$ cat src/rtl/ttl245_bus_controller.sv
// ttl245_bus_controller
//
// Control sequencer for one 74LS245 transceiver (DIR, OE_n). It runs a single
// read or write transaction between the local A-side bus and the B-side
// backplane as turnaround -> drive/settle -> capture -> release. DIR only moves
// while the transceiver is disabled. The local A driver is only enabled on writes,
// when DIR points A->B, so it never fights the chip on A.
//
// Parameters
//   WIDTH              data bus width
//   SETTLE_CYCLES      cycles OE_n is held low before capture/ack (>= 1)
//   TURNAROUND_CYCLES  cycles OE_n is held high before enable and after disable (>= 1)
//
// Ports
//   clk     in   rising-edge clock
//   reset   in   synchronous, active-high reset
//   req     in   start a transaction; only looked at in IDLE
//   write   in   1 = write (A->B), 0 = read (B->A); sampled with req
//   wdata   in   write data; sampled with req
//   a_in    in   A-side bus as seen by this block (read capture)
//   a_out   out  data for the local A-side tristate driver
//   a_oe    out  enable for the local A-side driver
//   dir     out  transceiver DIR: 1 = A->B, 0 = B->A
//   oe_n    out  transceiver OE_n (active low)
//   rdata   out  last captured read data
//   busy    out  high from the cycle after acceptance until back in IDLE
//   ack     out  one-cycle completion pulse (first RELEASE cycle)

module ttl245_bus_controller #(
    parameter int WIDTH             = 8,
    parameter int SETTLE_CYCLES     = 3,
    parameter int TURNAROUND_CYCLES = 1
) (
    input  logic             clk,
    input  logic             reset,
    input  logic             req,
    input  logic             write,
    input  logic [WIDTH-1:0] wdata,
    input  logic [WIDTH-1:0] a_in,
    output logic [WIDTH-1:0] a_out,
    output logic             a_oe,
    output logic             dir,
    output logic             oe_n,
    output logic [WIDTH-1:0] rdata,
    output logic             busy,
    output logic             ack
);

    if (SETTLE_CYCLES < 1) begin : g_bad_settle
        $error("SETTLE_CYCLES must be >= 1");
    end
    if (TURNAROUND_CYCLES < 1) begin : g_bad_turnaround
        $error("TURNAROUND_CYCLES must be >= 1");
    end

    localparam int MaxCycles = (SETTLE_CYCLES > TURNAROUND_CYCLES) ?
                               SETTLE_CYCLES : TURNAROUND_CYCLES;
    localparam int CntW      = $clog2(MaxCycles + 1);

    // The counter holds "cycles remaining after this one", so it loads N-1.
    localparam logic [CntW-1:0] SettleLoad = CntW'(SETTLE_CYCLES - 1);
    localparam logic [CntW-1:0] TurnLoad   = CntW'(TURNAROUND_CYCLES - 1);

    typedef enum logic [1:0] {StIdle, StSetup, StActive, StRelease} state_e;

    state_e           state_q, state_d;
    logic [CntW-1:0]  cnt_q, cnt_d;
    logic             wr_q, wr_d;
    logic             oe_n_q, oe_n_d;
    logic             dir_q, dir_d;
    logic             a_oe_q, a_oe_d;
    logic [WIDTH-1:0] a_out_q, a_out_d;
    logic [WIDTH-1:0] rdata_q, rdata_d;
    logic             busy_q, busy_d;
    logic             ack_q, ack_d;

    always_comb begin
        state_d = state_q;
        cnt_d   = cnt_q;
        wr_d    = wr_q;
        oe_n_d  = oe_n_q;
        dir_d   = dir_q;
        a_oe_d  = a_oe_q;
        a_out_d = a_out_q;
        rdata_d = rdata_q;
        busy_d  = busy_q;
        ack_d   = 1'b0;

        case (state_q)
            StIdle: begin
                oe_n_d = 1'b1;
                a_oe_d = 1'b0;
                if (req) begin
                    state_d = StSetup;
                    cnt_d   = TurnLoad;
                    wr_d    = write;
                    // Transceiver is off here and stays off through SETUP.
                    dir_d   = write;
                    busy_d  = 1'b1;
                    if (write) begin
                        a_oe_d  = 1'b1;
                        a_out_d = wdata;
                    end
                end
            end

            StSetup: begin
                oe_n_d = 1'b1;
                if (cnt_q == '0) begin
                    state_d = StActive;
                    cnt_d   = SettleLoad;
                    oe_n_d  = 1'b0;
                end else begin
                    cnt_d = cnt_q - CntW'(1);
                end
            end

            StActive: begin
                oe_n_d = 1'b0;
                if (cnt_q == '0) begin
                    state_d = StRelease;
                    cnt_d   = TurnLoad;
                    oe_n_d  = 1'b1;
                    a_oe_d  = 1'b0;
                    ack_d   = 1'b1;
                    if (!wr_q) begin
                        rdata_d = a_in;
                    end
                end else begin
                    cnt_d = cnt_q - CntW'(1);
                end
            end

            StRelease: begin
                oe_n_d = 1'b1;
                a_oe_d = 1'b0;
                if (cnt_q == '0) begin
                    state_d = StIdle;
                    busy_d  = 1'b0;
                end else begin
                    cnt_d = cnt_q - CntW'(1);
                end
            end

            default: begin
                state_d = StIdle;
                oe_n_d  = 1'b1;
                a_oe_d  = 1'b0;
                busy_d  = 1'b0;
            end
        endcase
    end

    always_ff @(posedge clk) begin
        if (reset) begin
            state_q <= StIdle;
            cnt_q   <= '0;
            wr_q    <= 1'b0;
            oe_n_q  <= 1'b1;
            dir_q   <= 1'b0;
            a_oe_q  <= 1'b0;
            a_out_q <= '0;
            rdata_q <= '0;
            busy_q  <= 1'b0;
            ack_q   <= 1'b0;
        end else begin
            state_q <= state_d;
            cnt_q   <= cnt_d;
            wr_q    <= wr_d;
            oe_n_q  <= oe_n_d;
            dir_q   <= dir_d;
            a_oe_q  <= a_oe_d;
            a_out_q <= a_out_d;
            rdata_q <= rdata_d;
            busy_q  <= busy_d;
            ack_q   <= ack_d;
        end
    end

    assign a_out = a_out_q;
    assign a_oe  = a_oe_q;
    assign dir   = dir_q;
    assign oe_n  = oe_n_q;
    assign rdata = rdata_q;
    assign busy  = busy_q;
    assign ack   = ack_q;

endmodule

$ cat config.mk
export PLATFORM = sky130hd
export DESIGN_NAME = ttl245_bus_controller
export DESIGN_NICKNAME = d
export VERILOG_FILES = /design/src/rtl/ttl245_bus_controller.sv
export SDC_FILE = /design/constraint.sdc
export NUM_CORES = 1
export LEC_CHECK = 0
export ABC_AREA = 1
export CAP_MARGIN = 10
export CORE_MARGIN = 2
export CORE_UTILIZATION = 54
export CTS_BUF_LIST = sky130_fd_sc_hd__clkbuf_4 sky130_fd_sc_hd__clkbuf_8 sky130_fd_sc_hd__clkbuf_16
export CTS_CLUSTER_SIZE = 24
export DETAILED_ROUTE_END_ITERATION = 6
export DONT_BUFFER_PORTS = 1
export PLACE_DENSITY = 0.72
export SLEW_MARGIN = 20
export SYNTH_ARGS = -nofsm -noshare
export SYNTH_HDL_FRONTEND = slang
export SYNTH_SLANG_ARGS = --single-unit
$ cat constraint.sdc
create_clock -name clk -period 1.3 [get_ports clk]
set_input_delay 0.26 -clock clk [delete_from_list [all_inputs] [get_ports clk]]
set_output_delay 0.26 -clock clk [all_outputs]
set_load 0.005 [all_outputs]
==> flow_metrics.py, run 1 <==
metrics = {
    "outcome": {
        "status": "finished, final reports clean",
    },
    "power_and_ir_drop": {
        "p_per_area_nw_per_um2": 2121,
        "p_int_mw": 1.701,
        "peakVddDrop_mv": 1.149,
        "seqPwrFrac_pct": 39.4,
        "clkPwrFrac_pct": 11.9,
        "swShare_pct": 42.11,
        "p_leak_nw": 0.5786,
        "p_comb_share_pct": 48.7,
        "switchingPower_mw": 1.237,
    },
    "timing": {
        "fin_crit_sh_pct": 96.00,
        "clock_skew_ns": 0.006791,
        "worstMarginPinSlew_ns": 0.3263,
        "tns_ns": 0,
        "relSlewSlack_pct": 78.22,
        "layout_setup_ws_ns": 0.05198,
        "setup_violations": 0,
        "fmax_ghz": 0.8013,
        "slew_viol_final": 0,
        "hold_viol_final": 0,
        "rsz0062_at_grt": "true",
        "timing.hold.ws_ns": 0.04595,
        "period_needed_ns": 1.248,
    },
    "layout": {
        "syn2layout_area_growth_pct": 14.83,
        "nets": 198,
        "fin_util_pct": 63.84,
        "diodes": 0,
        "multi_input_area_um2": 660.6,
        "mostFrequentLayoutCell": "nor2_1",
        "fin_cells": 194,
        "final_cell_mix": "26 x nor2_1, 22 x dfxtp_1, 20 x nand2_1, 16 x inv_1, 15 x o21ai_1",
        "final-seq-area_um2": 504.2,
        "fillCellCount": 183,
        "drive_above_1_share_pct": 27.71,
    },
    "grt": {
        "grt_util_met1_pct": 22.00,
        "grt_overflow": 0,
        "grt_busiest_layer": "met2",
        "grt_pass1_wl_mm": 3.960,
        "grt_util_all_layers_pct": 19.64,
        "grt_pass1_vias": 963,
        "grt_util_met2_pct": 33.55,
        "grt_max_degree": 21,
        "met3_usage_pct": 4.971,
        "antenna_found_initial": 0,
    },
    "setup_path": {
        "crit_slowest_cell": "dfxtp_2",
        "crit_required_ns": 1.56,
        "critPathArrivalTime_ns": 1.51,
        "endpoint_kind": "flop",
        "critPathMaxStageDelay_ns": 0.36,
        "path_cells": "inv_2 -> ha_2 -> inv_2 -> nand2_1 -> o21ai_2 -> nor2_2 -> nor2_1 -> nor2_1",
        "critPathKind": "reg -> reg",
        "rrSetupSlack_ns": 0.05,
        "startpoint_type": "flop",
        "cp_max_fo": 4,
    },
    "place": {
        "dp_hpwl_mm": 1.852,
        "post-place-ws_ns": -0.04599,
        "place_congestion": 0.8908,
        "place_inst": 189,
        "place.port_buffers": 0,
    },
    "routing": {
        "drt-total-wl_mm": 2.499,
        "avgRoutedWirePerCell_um": 12.88,
        "avgViaCountPerCell": 5.227,
        "ant_nets": 0,
        "drc": 0,
        "vias": 1014,
        "drt_iter0_drc": 17,
        "firstDrtPassIters": 4,
    },
    "clocking": {
        "clk-insertion-delay-late_ns": 0.32,
        "cts_tree": "done",
        "htreeDepth": 1,
        "cts-root-buf": "clkbuf_4",
        "clk_pin_slew_ns": 0.14,
        "cts_buffers": 3,
        "cts_setup_buffers": 0,
        "clock_path_buffers": 2,
        "clkSinkCount": 25,
    },
    "synthesis": {
        "yosys_register_bits": 25,
        "synthesis.area_um2": 1206,
        "ys_seq_area_share_pct": 41.49,
        "synth_nets": 188,
        "avgSynthCellArea_um2": 7.683,
        "synthCells": 157,
        "yosysWarningCount": 0,
        "synth.distinct_cells": 22,
    },
    "floorplan": {
        "num_io_pins": 41,
        "die-area_um2": 2628,
        "die_y_um": 51.26,
        "die_w_um": 51.26,
        "start_util_pct": 55.59,
        "coreArea_um2": 2170,
        "rows": 17,
    },
    "flow_run": {
        "maxCapViolations": 0,
    },
    "worst_hold_path": {
        "hold_path_class": "in -> reg",
    },
}
[kinds of logic (layout without fill, tap and decap cells)]
family | Yosys count | in the layout | synth area share [%]
compound gates | 37 | 37 | 18.15
fa+ha+maj | 11 | 11 | 11.41
buf+inv | 27 | 36 | 9.231
flops | 25 | 25 | 41.49
simple gates | 57 | 57 | 19.71
[worst paths after layout]
check             startpoint    endpoint  cells past startpoint
hold / removal         reset        oe_n                      2
hold reg to reg     a_out[4]    a_out[4]                      2
setup / recovery    cnt_q[0]  state_q[1]                      8
setup reg to reg    cnt_q[0]  state_q[1]                      8
[metrics by stage]
| step | instance area (um2) | total power [mW] |
|---|---|---|
| after floorplan | 1206 | 2.068 |
| after global placement | 1274 | 2.370 |
| after detailed placement | 1274 | 2.408 |
| after CTS | 1333 | 2.796 |
| after global routing | 1385 | 3.187 |
| final | 1385 | 2.937 |
[sequential cells by signal, indices dropped and copies added (netlist names)]
signal   count
a_oe         1
a_out        8
ack          1
busy         1
cnt_q        2
dir          1
oe_n         1
rdata        8
state_q      2
[power groups by stage]
stage / logic, mW / registers [mW] / clock network (mW)
after detailed placement: 1.24 / 1.17 / 0
after global routing: 1.60 / 1.19 / 0.392
after global placement: 1.20 / 1.17 / 0
after floorplan: 0.917 / 1.15 / 0
after CTS: 1.28 / 1.15 / 0.360
final: 1.43 / 1.16 / 0.350
[synth_stat cells]
library cell / n / area share [%]
a21oi_1: 7 / 2.9
a21oi_2: 6 / 4.4
a31oi_1: 1 / 0.52
buf_2: 1 / 0.41
buf_6: 1 / 0.93
clkbuf_1: 1 / 0.31
clkinv_2: 1 / 0.41
dfxtp_1: 25 / 41
ha_1: 11 / 11
inv_1: 19 / 5.9
inv_2: 4 / 1.2
nand2_1: 20 / 6.2
nand2_2: 3 / 1.6
nand3_1: 4 / 1.7
nand3_2: 1 / 0.83
nor2_1: 27 / 8.4
nor2_2: 1 / 0.52
o21ai_0: 5 / 2.1
o21ai_1: 15 / 6.2
o21ai_2: 2 / 1.5
o21bai_1: 1 / 0.62
or2_0: 1 / 0.52
[area by class of cell]
type / count / share of cell area, %
clock buffer: 3 / 1.626
clock inverter: 1 / 0.5420
inverter: 24 / 6.685
multi-input combinational: 105 / 47.70
sequential: 25 / 36.40
tap: 28 / 2.529
timing repair buffer: 8 / 4.517
[critical path: cells and delay by family, from the launching register on]
kind / cells / cell delay (ns)
AO/OA/AOI/OAI: 1 / 0.06
buffers and inverters: 2 / 0.16
flip-flops: 1 / 0.36
AND/OR/NAND/NOR: 4 / 0.35
adder cells (fa/ha/maj): 1 / 0.25
[repair_timing]
| item | 4_1_cts | 5_1_grt |
|---|---|---|
| gates resized for setup | 5 | 19 |
| endpoints found under the hold margin | 4 | 0 |
| endpoints found under the setup margin | 18 | 20 |
| hold buffers | 1 | 0 |
| pin swaps | 0 | 1 |
[per-layer routing]
| layer | vias to the layer above | part of all wire [%] |
|---|---|---|
| li1 | 513 | - |
| met1 | 447 | 40 |
| met2 | 47 | 50 |
| met3 | 7 | 8.8 |
| met4 | 0 | 1.7 |
| met5 | - | 0 |
Note: power is estimated with default switching activity, not from simulation.
==> run 2, diff against run 1 <==
--- a/config.mk
+++ b/config.mk
@@ -13,7 +13,8 @@
 export CTS_CLUSTER_SIZE = 24
 export DETAILED_ROUTE_END_ITERATION = 6
 export DONT_BUFFER_PORTS = 1
-export PLACE_DENSITY = 0.72
+export PLACE_DENSITY = 0.74
+export SETUP_SLACK_MARGIN = 0.5
 export SLEW_MARGIN = 20
 export SYNTH_ARGS = -nofsm -noshare
 export SYNTH_HDL_FRONTEND = slang
==> run 2 against run 1 <==
Effect of this change:
- the run now ends with negative hold slack left
- via count up 0.49%
- register-to-register slack worse by 0.02 ns
- critical path depth down 1
- sequential cell count unchanged
- critical path type unchanged
- critical endpoint is now busy
- largest power group unchanged
- highest routed layer unchanged
==> flow_metrics.py, run 2 (synthesis gave the netlist of run 1 again) <==
metrics = {
    "layout": {
        "drive_above_1_share_pct": 47.34,
        "nets": 201,
        "syn2layout_area_growth_pct": 29.98,
        "mostFrequentLayoutCell": "dfxtp_2",
        "fin_area_um2": 1568,
        "fillCellCount": 159,
        "final_cell_mix": "22 x dfxtp_2, 20 x nor2_1, 18 x nand2_1, 17 x o21ai_1, 15 x inv_1",
        "final-seq-area_um2": 535.5,
        "multi_input_area_um2": 775.7,
        "diodes": 0,
    },
    "flow_run": {
        "maxCapViolations": 0,
    },
    "power_and_ir_drop": {
        "p_per_area_nw_per_um2": 2217,
        "peakVddDrop_mv": 1.395,
        "p_leak_nw": 0.6286,
        "total_power_mw": 3.475,
    },
    "clocking": {
        "cts_tree": "done",
        "clk_pin_slew_ns": 0.14,
        "cts-root-buf": "clkbuf_4",
        "clkSinkCount": 25,
        "clk-insertion-delay-late_ns": 0.33,
        "cts_buffers": 3,
        "htreeDepth": 1,
        "clock_path_buffers": 2,
    },
    "timing": {
        "timing.hold.ws_ns": -0.03028,
        "relSlewSlack_pct": 77.62,
        "slew_viol_final": 0,
        "layout_setup_ws_ns": 0.03055,
        "period_needed_ns": 1.269,
        "fin_crit_sh_pct": 97.65,
        "hold_viol_final": 4,
        "worstMarginPinSlew_ns": 0.3352,
        "rsz0062_at_grt": "true",
        "fmax_ghz": 0.7877,
        "setup_violations": 0,
        "clock_skew_ns": 0.002100,
    },
    "grt": {
        "grt_max_degree": 21,
        "grt_util_all_layers_pct": 20.05,
        "grt_pass1_vias": 916,
        "grt_overflow": 0,
        "antenna_found_initial": 0,
        "grt_pass1_wl_mm": 3.919,
    },
    "setup_path": {
        "critPathKind": "reg -> reg",
        "critPathArrivalTime_ns": 1.51,
        "path_delay_family": "simple AND/OR/NAND/NOR gates",
        "crit_slowest_cell": "dfxtp_4",
        "path_buf_inv": 1,
        "endpoint_kind": "flop",
        "critPathMaxStageDelay_ns": 0.45,
        "startpoint_type": "flop",
        "crit_required_ns": 1.54,
        "rrSetupSlack_ns": 0.03,
        "critPathMostFrequentCell": "nand2_1",
        "cp_max_fo": 6,
        "path_cells": "inv_6 -> ha_4 -> or2_0 -> nand3_1 -> nand2_1 -> nand2_1 -> nor2_1",
    },
    "routing": {
        "vias": 1019,
        "firstDrtPassIters": 5,
        "drc": 0,
        "drt-total-wl_mm": 2.662,
        "ant_nets": 0,
        "drt_iter0_drc": 34,
        "avgViaCountPerCell": 5.173,
        "avgRoutedWirePerCell_um": 13.51,
    },
    "floorplan": {
        "die_y_um": 51.26,
        "num_io_pins": 41,
        "die-area_um2": 2628,
        "start_util_pct": 55.59,
        "rows": 17,
        "die_w_um": 51.26,
        "coreArea_um2": 2170,
    },
    "place": {
        "placed_area_um2": 1325,
        "place_congestion": 0.7730,
        "dp_hpwl_mm": 1.780,
        "place.port_buffers": 0,
        "post-place-ws_ns": 0.1092,
    },
    "outcome": {
        "violations": "negative hold slack",
        "status": "finished, violations left",
    },
    "worst_hold_path": {
        "hold_path_class": "in -> reg",
    },
}
==> run 2: cell count changes in the layout (fill, tap and decap cells not counted), sizes merged <==
| cell | delta |
|---|---|
| buf | +2 |
| clkinv | +1 |
| clkinvlp | -1 |
| dlygate4sd3 | -1 |
| nand2 | +1 |
| nand3 | +1 |
==> run 2: through the flow <==
step / TNS, ns / instances / util, %
after floorplan: 0 / 157 / -
after global placement: 0 / 182 / 61.07
after detailed placement: 0 / 182 / 61.07
after CTS: 0 / 192 / 67.82
final: 0 / 197 / 72.26
after global routing: -0.007367 / 197 / 72.26
==> run 2: power breakdown <==
group	leakage [nW]	switching [mW]	internal, mW
sequential	0.215	0.250	1.05
combinational	0.395	0.974	0.834
clock	0.0183	0.246	0.120
total	0.629	1.47	2.00
==> run 2: per-layer routing <==
metal	vias to the layer above	part of all wire (%)	global-route usage (%)
met5	-	0	0
met4	0	2.1	8.333
met3	6	6.2	3.801
met2	33	49	36.36
met1	454	43	22.85
li1	526	-	-
==> run 2: final cells by class <==
type	count	share of cell area [%]
Clock inverter	1	0.3990
Inverter	24	7.023
Multi-Input combinational cell	107	49.48
Tap cell	28	2.235
Timing Repair Buffer	9	5.267
Sequential cell	25	34.16
Clock buffer	3	1.437
==> run 2: timing repair <==
action                                  in CTS  in global routing
hold endpoints to repair                     4                  4
cloned                                       2                  0
pin swaps                                    8                 13
buffers inserted                             4                  5
gates resized for setup                     33                 14
endpoints found under the setup margin      46                 46
==> run 2: path summary, 6_finish.rpt <==
check | from | end | depth (start not counted)
worst min-delay path | reset | dir | 1
worst max register to register | state_q[0] | busy | 7
worst min register to register | a_out[0] | a_out[0] | 2
worst max-delay path | state_q[0] | busy | 7
==> run 3, diff against run 2 <==
--- a/config.mk
+++ b/config.mk
@@ -14,6 +14,7 @@
 export DETAILED_ROUTE_END_ITERATION = 6
 export DONT_BUFFER_PORTS = 1
 export PLACE_DENSITY = 0.74
+export RECOVER_POWER = 50
 export SETUP_SLACK_MARGIN = 0.5
 export SLEW_MARGIN = 20
 export SYNTH_ARGS = -nofsm -noshare
==> run 3 against run 2 <==
Effect of this change:
- the run still ends with negative hold slack left
- wire length is the same
- clock power barely moved
- combinational power is essentially flat
- register-to-register slack about the same
- sequential cell count did not move
- core utilization fell by 1.2 points
- via count did not move
- clock skew stayed put
- largest power group unchanged
- highest routed layer unchanged
==> flow_metrics.py, run 3 (synthesis gave the netlist of run 1 again) <==
metrics = {
    "outcome": {
        "status": "finished, violations left",
        "violations": "negative hold slack",
    },
    "grt": {
        "grt_util_met1_pct": 22.85,
        "grt_busiest_layer": "met2",
        "grt_util_all_layers_pct": 20.05,
        "grt_util_met2_pct": 36.36,
        "grt_pass1_wl_mm": 3.919,
        "grt_max_degree": 21,
        "antenna_found_initial": 0,
        "grt_overflow": 0,
        "met3_usage_pct": 3.801,
        "grt_pass1_vias": 916,
    },
    "routing": {
        "vias": 1019,
        "drt-total-wl_mm": 2.662,
        "drc": 0,
        "drt_iter0_drc": 34,
        "firstDrtPassIters": 5,
        "ant_nets": 0,
        "avgRoutedWirePerCell_um": 13.51,
        "avgViaCountPerCell": 5.173,
    },
    "timing": {
        "worstMarginPinSlew_ns": 0.3352,
        "fmax_ghz": 0.7877,
        "slew_viol_final": 0,
        "rsz0062_at_grt": "true",
        "hold_viol_final": 4,
        "period_needed_ns": 1.269,
        "timing.hold.ws_ns": -0.02971,
        "relSlewSlack_pct": 77.62,
        "clock_skew_ns": 0.002100,
        "setup_violations": 0,
        "fin_crit_sh_pct": 97.65,
    },
    "clocking": {
        "htreeDepth": 1,
        "cts_buffers": 3,
        "clock_path_buffers": 2,
        "clk-insertion-delay-late_ns": 0.33,
        "clk_pin_slew_ns": 0.14,
        "clkSinkCount": 25,
        "cts_tree": "done",
        "cts-root-buf": "clkbuf_4",
    },
    "power_and_ir_drop": {
        "seqPwrFrac_pct": 36.8,
        "swShare_pct": 42.76,
        "p_leak_nw": 0.6210,
        "peakVddDrop_mv": 1.390,
        "clkPwrFrac_pct": 10.6,
        "p_comb_share_pct": 52.6,
        "total_power_mw": 3.438,
        "p_int_mw": 1.968,
        "switchingPower_mw": 1.470,
        "p_per_area_nw_per_um2": 2228,
    },
    "layout": {
        "diodes": 0,
        "drive_above_1_share_pct": 35.50,
        "syn2layout_area_growth_pct": 27.90,
        "final_cell_mix": "21 x dfxtp_1, 20 x nor2_1, 18 x nand2_1, 17 x o21ai_1, 15 x inv_1",
        "mostFrequentLayoutCell": "dfxtp_1",
        "nets": 201,
    },
    "place": {
        "place.port_buffers": 0,
        "place_congestion": 0.7730,
        "dp_hpwl_mm": 1.780,
    },
    "floorplan": {
        "start_util_pct": 55.59,
        "die-area_um2": 2628,
        "rows": 17,
        "coreArea_um2": 2170,
        "die_y_um": 51.26,
        "die_w_um": 51.26,
        "num_io_pins": 41,
    },
    "setup_path": {
        "r2r-end": "busy",
        "critPathArrivalTime_ns": 1.51,
        "startpoint_type": "flop",
        "cp_max_fo": 6,
        "timing.rr.start": "state_q[0]",
        "critPathKind": "reg -> reg",
        "rrSetupSlack_ns": 0.03,
        "endpoint_kind": "flop",
        "rr_worst_depth": 7,
        "crit_required_ns": 1.54,
        "crit_path_end": "busy",
        "crit_start": "state_q[0]",
    },
    "worst_hold_path": {
        "hold_path_class": "in -> reg",
    },
    "flow_run": {
        "maxCapViolations": 0,
    },
}
## run 3: cell counts in the layout (fill, tap and decap cells not counted)
Identical to the previous run, type by type.
## run 3: per-layer routing
layer | vias to the layer above | part of all wire (%) | routed length [um]
li1 | 526 | - | -
met1 | 454 | 43 | 1141
met2 | 33 | 49 | 1298
met3 | 6 | 6.2 | 166
met4 | 0 | 2.1 | 56
met5 | - | 0 | 0
## run 3: final cells by class
type	instances	area (um2)
Clock inverter	1	6.256
Inverter	24	110.1
Timing Repair Buffer	9	82.58
Multi-Input combinational cell	107	775.7
Fill cell	173	626.9
Clock buffer	3	22.52
Sequential cell	25	510.5
Tap cell	28	35.03
## run 3: metrics by stage
stage	utilization, %	instance area, um2	TNS [ns]	worst slack [ns]	std cells
after floorplan	-	1314	0	0.2016	157
after global placement	61.07	1325	0	0.1385	182
after detailed placement	61.07	1325	0	0.1092	182
after CTS	67.82	1471	0	0.09117	192
after global routing	71.11	1543	-0.007367	-0.007367	197
final	71.11	1543	0	0.03055	197
## run 3: what timing repair did
| item | in CTS | in global routing |
|---|---|---|
| hold endpoints to repair | 4 | 4 |
| pin swaps | 8 | 13 |
| gates cloned | 2 | 0 |
| endpoints found under the setup margin | 46 | 46 |
| buffers inserted | 4 | 5 |
| resized for setup | 33 | 14 |
## run 3: worst min-delay path by stage
stage,startpoint,endpoint,slack (ns),cells past startpoint
4_1_cts,reset,dir,-0.03,1
6_report,reset,cnt_q[1],-0.03,1
3_5_place_dp,reset,cnt_q[1],0.32,1
2_1_floorplan,reset,cnt_q[0],0.32,1
5_1_grt,reset,dir,-0.05,1
3_3_place_gp,reset,cnt_q[0],0.32,1
## run 3: power groups by stage
stage	registers [mW]	clock network, mW	logic [mW]
2_1_floorplan	1.20	0	1.11
3_3_place_gp	1.24	0	1.27
3_5_place_dp	1.25	0	1.31
4_1_cts	1.29	0.363	1.51
5_1_grt	1.29	0.398	1.99
6_report	1.26	0.366	1.81
## run 3: worst max-delay path, stage by stage, from the launching register on
cell	delay [ns]
dfxtp_4	0.45
inv_6	0.06
ha_4	0.18
or2_0	0.22
nand3_1	0.10
nand2_1	0.07
nand2_1	0.05
nor2_1	0.05
